### src/rtl/uart_tx_word.sv
// Word-buffered UART transmitter: loads 32-bit words, sends bytes LE as 8N1.
// Define UART_TX_PARITY_EN to insert an even-parity bit before the stop bit.
module uart_tx_word #(
   parameter int DIV_RATE  = 16,
   parameter int MAX_WORDS = 4,
   parameter int WNUM_W    = 3
) (
   input  logic              clk,
   input  logic              resetn,
   input  logic [WNUM_W-1:0] word_number,
   input  logic              start,
   input  logic              word_valid,
   input  logic [31:0]       word_data,
   output logic              word_ready,
   output logic              tx,
   output logic              busy,
   output logic              done
);

   localparam int NBYTES = 4 * MAX_WORDS;
   localparam int BI_W   = $clog2(NBYTES);
   localparam int NB_W   = WNUM_W + 3;
   localparam int CW     = (BI_W + 1 > NB_W) ? BI_W + 1 : NB_W;
   localparam int DW     = $clog2(DIV_RATE);

`ifdef UART_TX_PARITY_EN
   localparam logic [3:0] LAST_BIT = 4'd10;
`else
   localparam logic [3:0] LAST_BIT = 4'd9;
`endif

   typedef enum logic [1:0] {
      S_IDLE,
      S_LOAD,
      S_SEND,
      S_DONE
   } state_e;

   state_e            state_q, state_d;
   logic [CW-1:0]     limit_q, limit_d;
   logic [CW-1:0]     wcnt_q, wcnt_d;
   logic [DW-1:0]     div_q, div_d;
   logic [3:0]        bit_q, bit_d;
   logic [BI_W-1:0]   byte_q, byte_d;
   logic [7:0]        buf_q [NBYTES];

   logic [CW-1:0]     wn_ext;
   logic [CW-1:0]     clamp;
   logic [CW-1:0]     last_byte;
   logic [BI_W-1:0]   wbase;
   logic [7:0]        cur;
   logic              dbit;

   assign wn_ext    = CW'(word_number);
   assign clamp     = (wn_ext > CW'(MAX_WORDS)) ? CW'(MAX_WORDS) : wn_ext;
   assign last_byte = (limit_q << 2) - CW'(1);
   assign wbase     = BI_W'(wcnt_q << 2);
   assign cur       = buf_q[byte_q];
   assign dbit      = cur[3'(bit_q - 4'd1)];

   always_ff @(posedge clk) begin
      if (resetn) begin
         state_q <= S_IDLE;
         limit_q <= '0;
         wcnt_q  <= '0;
         div_q   <= '0;
         bit_q   <= '0;
         byte_q  <= '0;
      end else begin
         state_q <= state_d;
         limit_q <= limit_d;
         wcnt_q  <= wcnt_d;
         div_q   <= div_d;
         bit_q   <= bit_d;
         byte_q  <= byte_d;
      end
   end

   // Byte storage needs no reset; contents are only read after a fresh load.
   always_ff @(posedge clk) begin
      if (state_q == S_LOAD && word_valid) begin
         for (int j = 0; j < 4; j++) begin
            buf_q[wbase + BI_W'(j)] <= word_data[8*j +: 8];
         end
      end
   end

   always_comb begin
      state_d    = state_q;
      limit_d    = limit_q;
      wcnt_d     = wcnt_q;
      div_d      = div_q;
      bit_d      = bit_q;
      byte_d     = byte_q;
      word_ready = 1'b0;
      tx         = 1'b1;
      busy       = (state_q != S_IDLE);
      done       = 1'b0;
      unique case (state_q)
         S_IDLE: begin
            if (start && word_number != '0) begin
               limit_d = clamp;
               wcnt_d  = '0;
               state_d = S_LOAD;
            end
         end
         S_LOAD: begin
            word_ready = 1'b1;
            if (word_valid) begin
               wcnt_d = wcnt_q + CW'(1);
               if (wcnt_q == limit_q - CW'(1)) begin
                  state_d = S_SEND;
                  div_d   = DW'(DIV_RATE - 1);
                  bit_d   = '0;
                  byte_d  = '0;
               end
            end
         end
         S_SEND: begin
            if (bit_q == 4'd0) begin
               tx = 1'b0;
            end else if (bit_q <= 4'd8) begin
               tx = dbit;
`ifdef UART_TX_PARITY_EN
            end else if (bit_q == 4'd9) begin
               tx = ^cur;
`endif
            end else begin
               tx = 1'b1;
            end
            if (div_q == '0) begin
               div_d = DW'(DIV_RATE - 1);
               if (bit_q == LAST_BIT) begin
                  bit_d = '0;
                  if (CW'(byte_q) == last_byte) begin
                     state_d = S_DONE;
                  end else begin
                     byte_d = byte_q + BI_W'(1);
                  end
               end else begin
                  bit_d = bit_q + 4'd1;
               end
            end else begin
               div_d = div_q - DW'(1);
            end
         end
         S_DONE: begin
            done    = 1'b1;
            state_d = S_IDLE;
         end
         default: state_d = S_IDLE;
      endcase
   end

endmodule

### config.mk
export PLATFORM = sky130hd
export DESIGN_NAME = uart_tx_word
export DESIGN_NICKNAME = d
export VERILOG_FILES = /design/src/rtl/uart_tx_word.sv
export SDC_FILE = /design/constraint.sdc
export NUM_CORES = 1
export LEC_CHECK = 0
export BUFFER_PORTS_ARGS = -buffer_cell sky130_fd_sc_hd__buf_2
export CAP_MARGIN = 20
export CELL_PAD_IN_SITES_DETAIL_PLACEMENT = 0
export CELL_PAD_IN_SITES_GLOBAL_PLACEMENT = 2
export CORE_MARGIN = 4
export CORE_UTILIZATION = 40
export DETAILED_ROUTE_END_ITERATION = 12
export HOLD_SLACK_MARGIN = 0.15
export PLACE_DENSITY_LB_ADDON = 0.1
export SYNTH_ARGS = -nofsm -noshare
export SYNTH_HDL_FRONTEND = slang
export SYNTH_SLANG_ARGS = --single-unit
### constraint.sdc
create_clock -name clk -period 2.31 [get_ports clk]
set_input_delay 0 -clock clk [delete_from_list [all_inputs] [get_ports clk]]
set_output_delay 0 -clock clk [all_outputs]
set_load 0.01 [all_outputs]
## Word-level counts from Yosys, hierarchy flattened

Memory sizes are Yosys's and may differ from the RTL's. A register that Yosys moved wholly into a read port is not among the register bits.
Cells that the tools add are included.

| word-level totals | value |
|---|---|
| register bits | 26 |
| RAM bits | 128 |
| bits of input ports | 39 |
| output and inout port bits | 4 |
| logic and storage cells | 83 |
| memories kept | 1 |

| cells by class | value |
|---|---|
| add/sub/neg operators | 10 |
| order comparisons | 3 |
| eq/ne operators | 13 |
| multiplexer cells | 35 |
| reductions and logical operators | 15 |

Memory list:

| memory | words | width | rd ports | clocked after memory_dff | wr ports | line | RTL |
|---|---|---|---|---|---|---|---|
| buf_q | 16 | 8 | 1 | 1 | 4 | 45 | `logic [7:0] buf_q [NBYTES];` |

Operators by type and width:

| cell | number |
|---|---|
| $mux 4 | 12 |
| $pmux 4 s2 | 3 |
| $add 4x1->4 const B | 3 |
| $mux 2 | 6 |
| $mux 6 | 2 |
| $ne 2x2->1 const B | 6 |
| $pmux 6 s2 | 1 |
| $reduce_and 6->1 | 2 |
| $sub 6x1->6 const B | 2 |
| $add 4x2->4 const B | 2 |
| $logic_not 4->1 | 2 |
| $mux 1 | 8 |
| $pmux 2 s4 | 1 |
| $add 6x1->6 const B | 1 |
| $eq 4x6->1 | 1 |
| $eq 6x6->1 | 1 |
| $reduce_and 3->1 | 2 |
| $reduce_bool 2->1 | 3 |
| $eq 2x2->1 const B | 2 |
| $eq 4x4->1 const B | 1 |
| $le 4x4->1 const B | 1 |
| $lt 3x4->1 const B | 1 |
| $reduce_and 4->1 | 1 |
| $sub 4x1->4 const B | 1 |
| 10 further kinds | 11 |

## Longest topological paths before layout

Gate-level depths: netlist (run 1).

| logic depth | value |
|---|---|
| depth in word-level cells | 8 |
| mapped depth | 9 |
| mapped depth without buffers | 9 |

## Least setup slack after synthesis (run 1)

OpenSTA, ideal clock, no wires.

| timing path | value |
|---|---|
| path kind | register to register |
| start point | register limit_q[0] |
| end point | register (tool-made name) |
| setup time | 0.065 ns |
| data arrival time | 2.220 ns |
| required time | 2.245 ns |
| slack | 0.025 ns |
| cell stages (with the launch flop) | 10 |
| buffers on the path | 0 |
| period minus slack after synthesis | 2.285 ns |
| cells stage by stage | dfxtp_1 inv_1 ha_1 ha_1 xnor2_1 nor3_2 a31oi_1 nor3_1 mux2_1 nor2_1 |

RTL lines:

| element | line | RTL |
|---|---|---|
| start: declaration | 40 | `logic [CW-1:0] limit_q, limit_d;` |
| start signal: assignment | 71 | `limit_q <= limit_d;` |

==> flow_metrics.tcl, run 1 <==
set metrics [dict create \
    cpPeakStageDelay_ns 0.52 \
    drc_errors 0 \
    synthMuxAreaShare_pct 12.5 \
    setup_tns_ns -0.137 \
    r2r_end "bit_q[1]" \
    finalSetupViolCount 1 \
    antenna_left 0 \
    crit_path_top_delay_cell "mux4_2" \
    fin_nets 600 \
    drt-pass1-iter-count 4 \
    holdPathStages 2 \
    grt_pass1_vias 4120 \
    die_x_um 136 \
    outcome "complete, but fails checks" \
    synth_top_cell_by_area "edfxtp_1" \
    cts_max_level 4 \
    rr_worst_depth 10 \
    synth_commonest_cells "edfxtp_1 (128), nand2_1 (28), dfxtp_1 (27), mux2i_1 (24), nor2_1 (22)" \
    path_max_fanout 8 \
    cts_made_buffers 17 \
    fmax_mhz 409 \
    grt_pass1_wl_um 22600 \
    drt_iter0_drc 166 \
    gr-total-overflow 0 \
    end_kind "output pin" \
    synth_nets 483 \
    yosysMostFrequentCell "edfxtp_1" \
    layout-drive-gt1-share_pct 26.9 \
    yosys-top-cells-area "edfxtp_1 (59%), dfxtp_1 (8.2%), mux4_2 (6.9%)" \
    vias_per_cell 5.05 \
    syn_area_sq_um 6560 \
    ys_seq_area_share_pct 66.8 \
    hold_violations 0 \
    startpoint_type "flop" \
    avgSynthCellArea_sq_um 15.3 \
    synth_edf_count 128 \
    synth_top_family_by_area "multiplexers" \
    pin_count 43 \
    yosys.cell_types.count 52 \
    grt_max_degree 33 \
    synth_fa_ha_area_share_pct 3.05 \
    place_congestion 0.769 \
    synth_compound_area_share_pct 5.17 \
    die_area_sq_um 18500 \
    hold_class "primary input to flop" \
    cts.sinks 155 \
    fin_crit_ns 2.45 \
    cellLeakagePower_nw 2.84 \
    clk_root_buffer_cell "clkbuf_16" \
    min_to "buf_q[8][1]" \
    dp_slack_ns -0.00466 \
    fin_ws_ns -0.137 \
    powerDensity_nw_per_um2 881 \
    required_ns 2.31 \
    skew_ns 0.00335 \
    vdd_drop_max_mv 0.539 \
    slew_headroom_pct 67.9 \
    rows 46 \
    finalCritPeriodShare_pct 106 \
    max_cap_violations 0 \
    arrival_ns 2.45 \
    slew_viol_final 0 \
    num_vias 3907 \
    initial_utilization_pct 41.0 \
    clk_pin_slew_ns 0.06 \
    synth_xor_area_share_pct 1.60 \
    grt_antenna_before_repair 0 \
    synth_cells 428 \
    synth_ff_type "edfxtp_1" \
    crit_path_cell_trace "buf_12, mux4_2, nand2_1, a21oi_1, or4_4, a21oi_2, nor3_2, buf_2" \
    portBuffers 42 \
    yosysTopAreaCellShare_pct 58.6 \
    hp-start "word_data[1]" \
    yosys.area_share.simple_pct 8.28 \
    hpwl_um 9070 \
    setup.worst_path.class "flop to output pin" \
    insertion_delay_ns 0.41 \
    clockBufferDepth 2 \
    area_growth_pct 26.7 \
    ys_ff_latch 155 \
    ys_warn_count 0 \
    die_h_um 136 \
    cts_tree "done" \
    track_usage_pct 16.4 \
    wl_per_cell_um 17.8 \
    r2r-start "limit_q[0]" \
    drt-total-wl_um 13800 \
    antenna_cells 0 \
    violations "setup timing" \
    fillers 1400 \
    async_flop_share_pct 0 \
    coreArea_sq_um 16000 \
    worstMarginPinSlew_ns 0.482 \
    reg2reg_slack_ns 0.12 \
    rsz0062_at_grt "yes" \
]
==> flip-flops by register name, indices dropped and copies added, names as in the netlist, named ones only <==
name,cells
div_q,4
byte_q,4
limit_q,3
bit_q,4
buf_q,128
wcnt_q,6
state_q,2
==> layout by cell type, fill, tap and decap left out, types with 6 or more instances in the layout <==
cell type,count
dfxtp_1,24
inv_1,16
buf_4,23
buf_2,42
buf_12,6
xnor2_1,7
mux2i_1,22
ha_1,14
clkbuf_16,17
nor2_1,22
edfxtp_1,128
a21oi_1,16
mux4_2,24
nand3_1,10
dlygate4sd3_1,42
nor2b_1,9
nand2_1,28
==> metrics by stage <==
step | cell area (sq um) | hold WS [ns] | power (mW) | utilization, % | cells
after floorplan | 6560 | 0.0989 | 4.23 | - | 428
after global placement | 7200 | 0.217 | 4.68 | 45.0 | 694
after detailed placement | 7200 | 0.221 | 4.70 | 45.0 | 694
after CTS | 8210 | 0.308 | 7.31 | 51.3 | 770
after global routing | 8310 | 0.338 | 7.72 | 51.9 | 774
final | 8310 | 0.331 | 7.32 | 51.9 | 774
==> layer usage <==
metal / track usage (%) / part of all wire [%] / up-vias
li1: - / - / 1886
met5: 0 / 0 / -
met3: 2.78 / 2.8 / 18
met1: 22.0 / 47 / 1946
met2: 27.1 / 49 / 57
met4: 5.88 / 1.6 / 0
==> timing repair <==
item	CTS	global route
setup endpoints to repair	3	16
setup buffers	1	4
hold endpoints to repair	146	0
cloned	1	0
gates resized for setup	16	14
pin swaps	2	8
hold buffers	42	0
==> critical path, delay by kind of cell, from the launching register on <==
family	cells	cell delay, ns
AOI/OAI and AO/OA	2	0.21
and+or+nand+nor	3	0.64
buffers and inverters	2	0.28
muxes	1	0.52
DFF	1	0.36
==> final cells by class <==
cell class / instances / area, sq um / share of cell area (%)
clock inverter: 12 / 75.1 / 0.903
timing repair buffer: 115 / 971 / 11.7
tap: 216 / 270 / 3.25
multi-input combinational: 238 / 2100 / 25.3
sequential: 155 / 4390 / 52.8
inverter: 18 / 67.6 / 0.813
clock buffer: 20 / 437 / 5.25
==> worst max-delay path by stage <==
stage / startpoint / to / slack (ns) / cells past startpoint
3_3_place_gp: limit_q[0] / flop / 0.05 / 9
2_1_floorplan: limit_q[0] / flop / 0.02 / 9
6_report: flop / tx / -0.14 / 8
3_5_place_dp: limit_q[0] / byte_q[0] / -0.005 / 9
5_1_grt: flop / tx / -0.22 / 8
4_1_cts: flop / tx / -0.18 / 8
==> logic make-up after synthesis <==
logic type	count (synthesis)
buffers and inverters	35
DFF	155
AOI/OAI and AO/OA	52
muxes	50
adders and majority gates	16
xor gates and xnor gates	12
and+or+nand+nor	108
==> report_power, final <==
part | switching (mW) | internal, mW
clock | 1.06 | 1.36
sequential | 0.0773 | 3.20
combinational | 0.841 | 0.789
total | 1.98 | 5.35
(Power assumes the default switching activity.)
==> inputs of run 2 (changes only) <==
==> constraint.sdc (replaced) <==
create_clock -name clk -period 2.31 [get_ports clk]
set_input_delay 0 -clock clk [delete_from_list [all_inputs] [get_ports clk]]
set_output_delay 0 -clock clk [all_outputs]
set_load 0.05 [all_outputs]
==> run 2 against run 1 <==
Compared with the run above: routed wire length is 1.3% higher; worst hold slack better by 0.0013 ns; fmax down 1.4%; critical path type unchanged; largest cell class unchanged; the flow still finishes with violations (setup timing); clock power up 21%.
==> flow_metrics.tcl, run 2 (same netlist as run 1, synthesis figures left out) <==
set metrics [dict create \
    outcome "complete, but fails checks" \
    violations "setup timing" \
    required_ns 2.31 \
    hold_class "primary input to flop" \
    fmax_mhz 403 \
    clk_pin_slew_ns 0.06 \
    end_kind "output pin" \
    rows 46 \
    place_congestion 0.773 \
    clockBufferDepth 2 \
    pin_count 43 \
    die_h_um 136 \
    vdd_drop_max_mv 0.523 \
    fin_nets 605 \
    cts_tree "done" \
    vias_per_cell 5.07 \
    stdcell_count 779 \
    p_total_mw 7.92 \
    cellLeakagePower_nw 2.91 \
    cts.sinks 155 \
    fin_ws_ns -0.170 \
    die_x_um 136 \
    placed_cell_area_sq_um 7240 \
    final_area_sq_um 8440 \
    slew_headroom_pct 66.3 \
    arrival_ns 2.48 \
    antenna_left 0 \
    hold_violations 0 \
    finalCritPeriodShare_pct 107 \
    largest_reg_flops 128 \
    dp_slack_ns 0.00380 \
    grt_max_degree 33 \
    num_vias 3947 \
    rr_worst_depth 9 \
    hpwl_um 9090 \
    drt-pass1-iter-count 4 \
    drt-total-wl_um 13900 \
    grt_antenna_before_repair 0 \
    reg.largest.list "buf_q: 128 flops, wcnt_q: 6 flops" \
    layout.cells.most_common "edfxtp_1" \
    top_register "buf_q" \
    powerDensity_nw_per_um2 939 \
    dp_cells 699 \
    insertion_delay_ns 0.42 \
    drt_iter0_drc 232 \
    layout_common_cells "edfxtp_1 (128), dlygate4sd3_1 (42), buf_2 (41), buf_4 (29), nand2_1 (26)" \
    drc_errors 0 \
    grt_pass1_wl_um 22100 \
    layout-drive-gt1-share_pct 28.4 \
    initial_utilization_pct 41.0 \
    antenna_cells 0 \
    rsz0062_at_grt "yes" \
    cts_max_level 4 \
    portBuffers 42 \
    clk_root_buffer_cell "clkbuf_16" \
    setup.worst_path.class "flop to output pin" \
    track_usage_pct 16.0 \
    slew_viol_final 0 \
    cts_made_buffers 17 \
    fin_crit_ns 2.48 \
    gr-total-overflow 0 \
    path_max_fanout 6 \
    die_area_sq_um 18500 \
    wl_per_cell_um 17.9 \
    grt_pass1_vias 4061 \
    coreArea_sq_um 16000 \
    startpoint_type "flop" \
    worstMarginPinSlew_ns 0.501 \
    max_cap_violations 0 \
    finalSetupViolCount 1 \
    area_growth_pct 28.6 \
    holdPathStages 2 \
    fin_util_pct 52.7 \
    skew_ns 0.0118 \
]
-- run 2: changes by cell type in the layout (fill, tap and decap cells not counted), moves of 3 or more --
cell	change
and3_1	-4
bufinv_16	+4
and3_2	+4
buf_4	+6
clkinvlp_4	-3
-- run 2: layer usage --
metal	global-route usage [%]	wire (um)
met1	21.6	6320
met2	25.9	6980
met5	0	0
met4	5.71	225
met3	3.33	423
-- run 2: repair_timing --
item	CTS	global route
endpoints found under the setup margin	4	15
hold buffers	42	0
gates cloned	0	1
pin swaps	1	8
setup buffers	4	1
hold endpoints to repair	147	0
gates resized for setup	14	12
-- run 2: cell type report --
type                       count  area (sq um)
clock inverter                13           191
clock buffer                  19           433
multi-input combinational    238          2090
fill                        1369          7560
inverter                      18          67.6
sequential                   155          4390
tap                          216           270
timing repair buffer         120           991
-- run 2: per-stage QoR --
stage	hold slack [ns]	TNS [ns]
finish	0.332	-0.170
global route	0.334	-0.271
CTS	0.305	-0.191
detailed placement	0.217	0
global placement	0.210	0
floorplan	0.0989	0
-- run 2: final timing paths --
path / startpoint / endpoint / slack, ns
worst max-delay path: flop / tx / -0.17
worst min-delay path: word_data[24] / buf_q[11][0] / 0.33
worst max register to register: limit_q[0] / bit_q[1] / 0.12
worst min register to register: div_q[3] / div_q[3] / 0.46
-- run 2: report_power, final --
part / internal, mW / switching, mW
logic: 0.771 / 0.941
registers: 3.20 / 0.0784
clock network: 1.82 / 1.12
total: 5.79 / 2.13
-- run 2: critical path, cell delays in order, from the launching register on --
cell and delay [ns]:
dfxtp_4 0.37, clkbuf_16 0.15, mux4_2 0.52, nand2_2 0.09
a21oi_2 0.05, or4_4 0.50, a21oi_2 0.14, nor3_2 0.07
buf_6 0.16
==> inputs of run 3 (changes only) <==
--- a/config.mk
+++ b/config.mk
@@ -14,6 +14,7 @@
 export DETAILED_ROUTE_END_ITERATION = 12
 export HOLD_SLACK_MARGIN = 0.15
 export PLACE_DENSITY_LB_ADDON = 0.1
+export SKIP_CTS_REPAIR_TIMING = 1
 export SYNTH_ARGS = -nofsm -noshare
 export SYNTH_HDL_FRONTEND = slang
 export SYNTH_SLANG_ARGS = --single-unit
==> run 3 against run 2 <==
Compared with the run above: the flow still finishes with violations (setup timing); worst setup slack lost 0.012 ns; first-iteration DRC count is 7.3% higher; cell area shrank 0.37%; power decreased by 0.40%; count of clock-buffer cells in the layout unchanged; clock skew decreased by 0.0010 ns; combinational power about the same; critical path type unchanged.
==> flow_metrics.tcl, run 3 (same netlist as run 1, synthesis figures left out) <==
set metrics [dict create \
    outcome "complete, but fails checks" \
    violations "setup timing" \
    insertion_delay_ns 0.42 \
    num_vias 3947 \
    cts.sinks 155 \
    die_x_um 136 \
    antenna_cells 0 \
    clk_pin_slew_ns 0.06 \
    slew_viol_final 0 \
    clockBufferDepth 2 \
    initial_utilization_pct 41.0 \
    cellLeakagePower_nw 2.91 \
    layout.cells.most_common "edfxtp_1" \
    layout_common_cells "edfxtp_1 (128), dlygate4sd3_1 (41), buf_2 (41), buf_4 (29), nand2_1 (27)" \
    layout-drive-gt1-share_pct 27.6 \
    worstMarginPinSlew_ns 0.484 \
    fin_util_pct 52.5 \
    fmax_mhz 401 \
    max_cap_violations 0 \
    powerDensity_nw_per_um2 939 \
    critical-path-top-delay-family "simple AND/OR/NAND/NOR gates" \
    vias_per_cell 5.08 \
    place_congestion 0.773 \
    finalCritPeriodShare_pct 108 \
    cts_tree "done" \
    die_area_sq_um 18500 \
    finalSetupViolCount 1 \
    slew_headroom_pct 67.4 \
    cp_common_cell "a21oi_2" \
    top_register "buf_q" \
    track_usage_pct 15.4 \
    startpoint_type "flop" \
    gr-total-overflow 0 \
    fillers 1372 \
    cts_made_buffers 17 \
    rows 46 \
    fin_crit_ns 2.49 \
    hpwl_um 9090 \
    grt_antenna_before_repair 0 \
    setup.worst_path.class "flop to output pin" \
    rsz0062_at_grt "yes" \
    path_max_fanout 7 \
    arrival_ns 2.49 \
    clk_root_buffer_cell "clkbuf_16" \
    stdcell_count 777 \
    reg.largest.list "buf_q: 128 flops, wcnt_q: 6 flops" \
    largest_reg_flops 128 \
    antenna_left 0 \
    crit_path_cell_trace "buf_12, mux4_2, nand2_2, a21oi_2, or4_4, a21oi_2, nor3_2, buf_6" \
    fin_nets 603 \
    drc_errors 0 \
    cts_max_level 4 \
    required_ns 2.31 \
    crit_path_top_delay_cell "mux4_2" \
    hold_violations 0 \
    p_total_mw 7.89 \
    path_buf_inv 2 \
    coreArea_sq_um 16000 \
    cpPeakStageDelay_ns 0.53 \
    drt-pass1-iter-count 4 \
    drt_iter0_drc 249 \
    grt_max_degree 33 \
    vdd_drop_max_mv 0.530 \
    wl_per_cell_um 17.8 \
    grt_pass1_wl_um 21200 \
    drt-total-wl_um 13800 \
    fin_ws_ns -0.182 \
    dp_cells 699 \
    pin_count 43 \
    skew_ns 0.0108 \
    die_h_um 136 \
    grt_pass1_vias 3873 \
    portBuffers 42 \
    area_growth_pct 28.1 \
    hold_class "primary input to flop" \
    end_kind "output pin" \
]
-- run 3: final cells by class --
class | instances | area, sq um | area share, %
multi-input combinational | 238 | 2080 | 24.8
sequential | 155 | 4390 | 52.3
timing repair buffer | 118 | 970 | 11.5
clock inverter | 13 | 191 | 2.28
inverter | 18 | 67.6 | 0.804
tap | 216 | 270 | 3.22
clock buffer | 19 | 433 | 5.15
-- run 3: per-stage QoR --
stage / setup WS, ns / setup TNS, ns / instance area (sq um) / hold WS [ns]
floorplan: 0.0248 / 0 / 6570 / 0.0989
global placement: 0.0826 / 0 / 7240 / 0.210
detailed placement: 0.00380 / 0 / 7240 / 0.217
CTS: -0.371 / -0.439 / 7860 / -0.224
global route: -0.256 / -0.258 / 8410 / 0.186
finish: -0.182 / -0.182 / 8410 / 0.154
-- run 3: routing by layer --
metal	share of wire [%]	up-vias	wire length [um]	track usage, %
met2	50	67	6970	25.3
met3	3.5	12	485	3.40
met4	1.3	0	185	5.38
met5	0	-	0	0
met1	45	1979	6160	20.3
li1	-	1889	-	-
-- run 3: path summary, 6_finish.rpt --
| path | start | endpoint | slack [ns] | cells past startpoint |
|---|---|---|---|---|
| max | flop | tx | -0.18 | 8 |
| min | word_number[0] | wcnt_q[0] | 0.15 | 5 |
| max reg2reg | limit_q[0] | bit_q[1] | 0.13 | 9 |
| min reg2reg | div_q[3] | div_q[3] | 0.46 | 2 |
-- run 3: worst min-delay path, delay by kind of cell --
family / cells / cell delay, ns
and+or+nand+nor: 2 / 0.21
buffers and inverters: 1 / 0.08
AOI/OAI and AO/OA: 2 / 0.25
-- run 3: power by group --
| part | internal, mW | switching (mW) |
|---|---|---|
| registers | 3.20 | 0.0793 |
| clock network | 1.82 | 1.11 |
| logic | 0.754 | 0.928 |
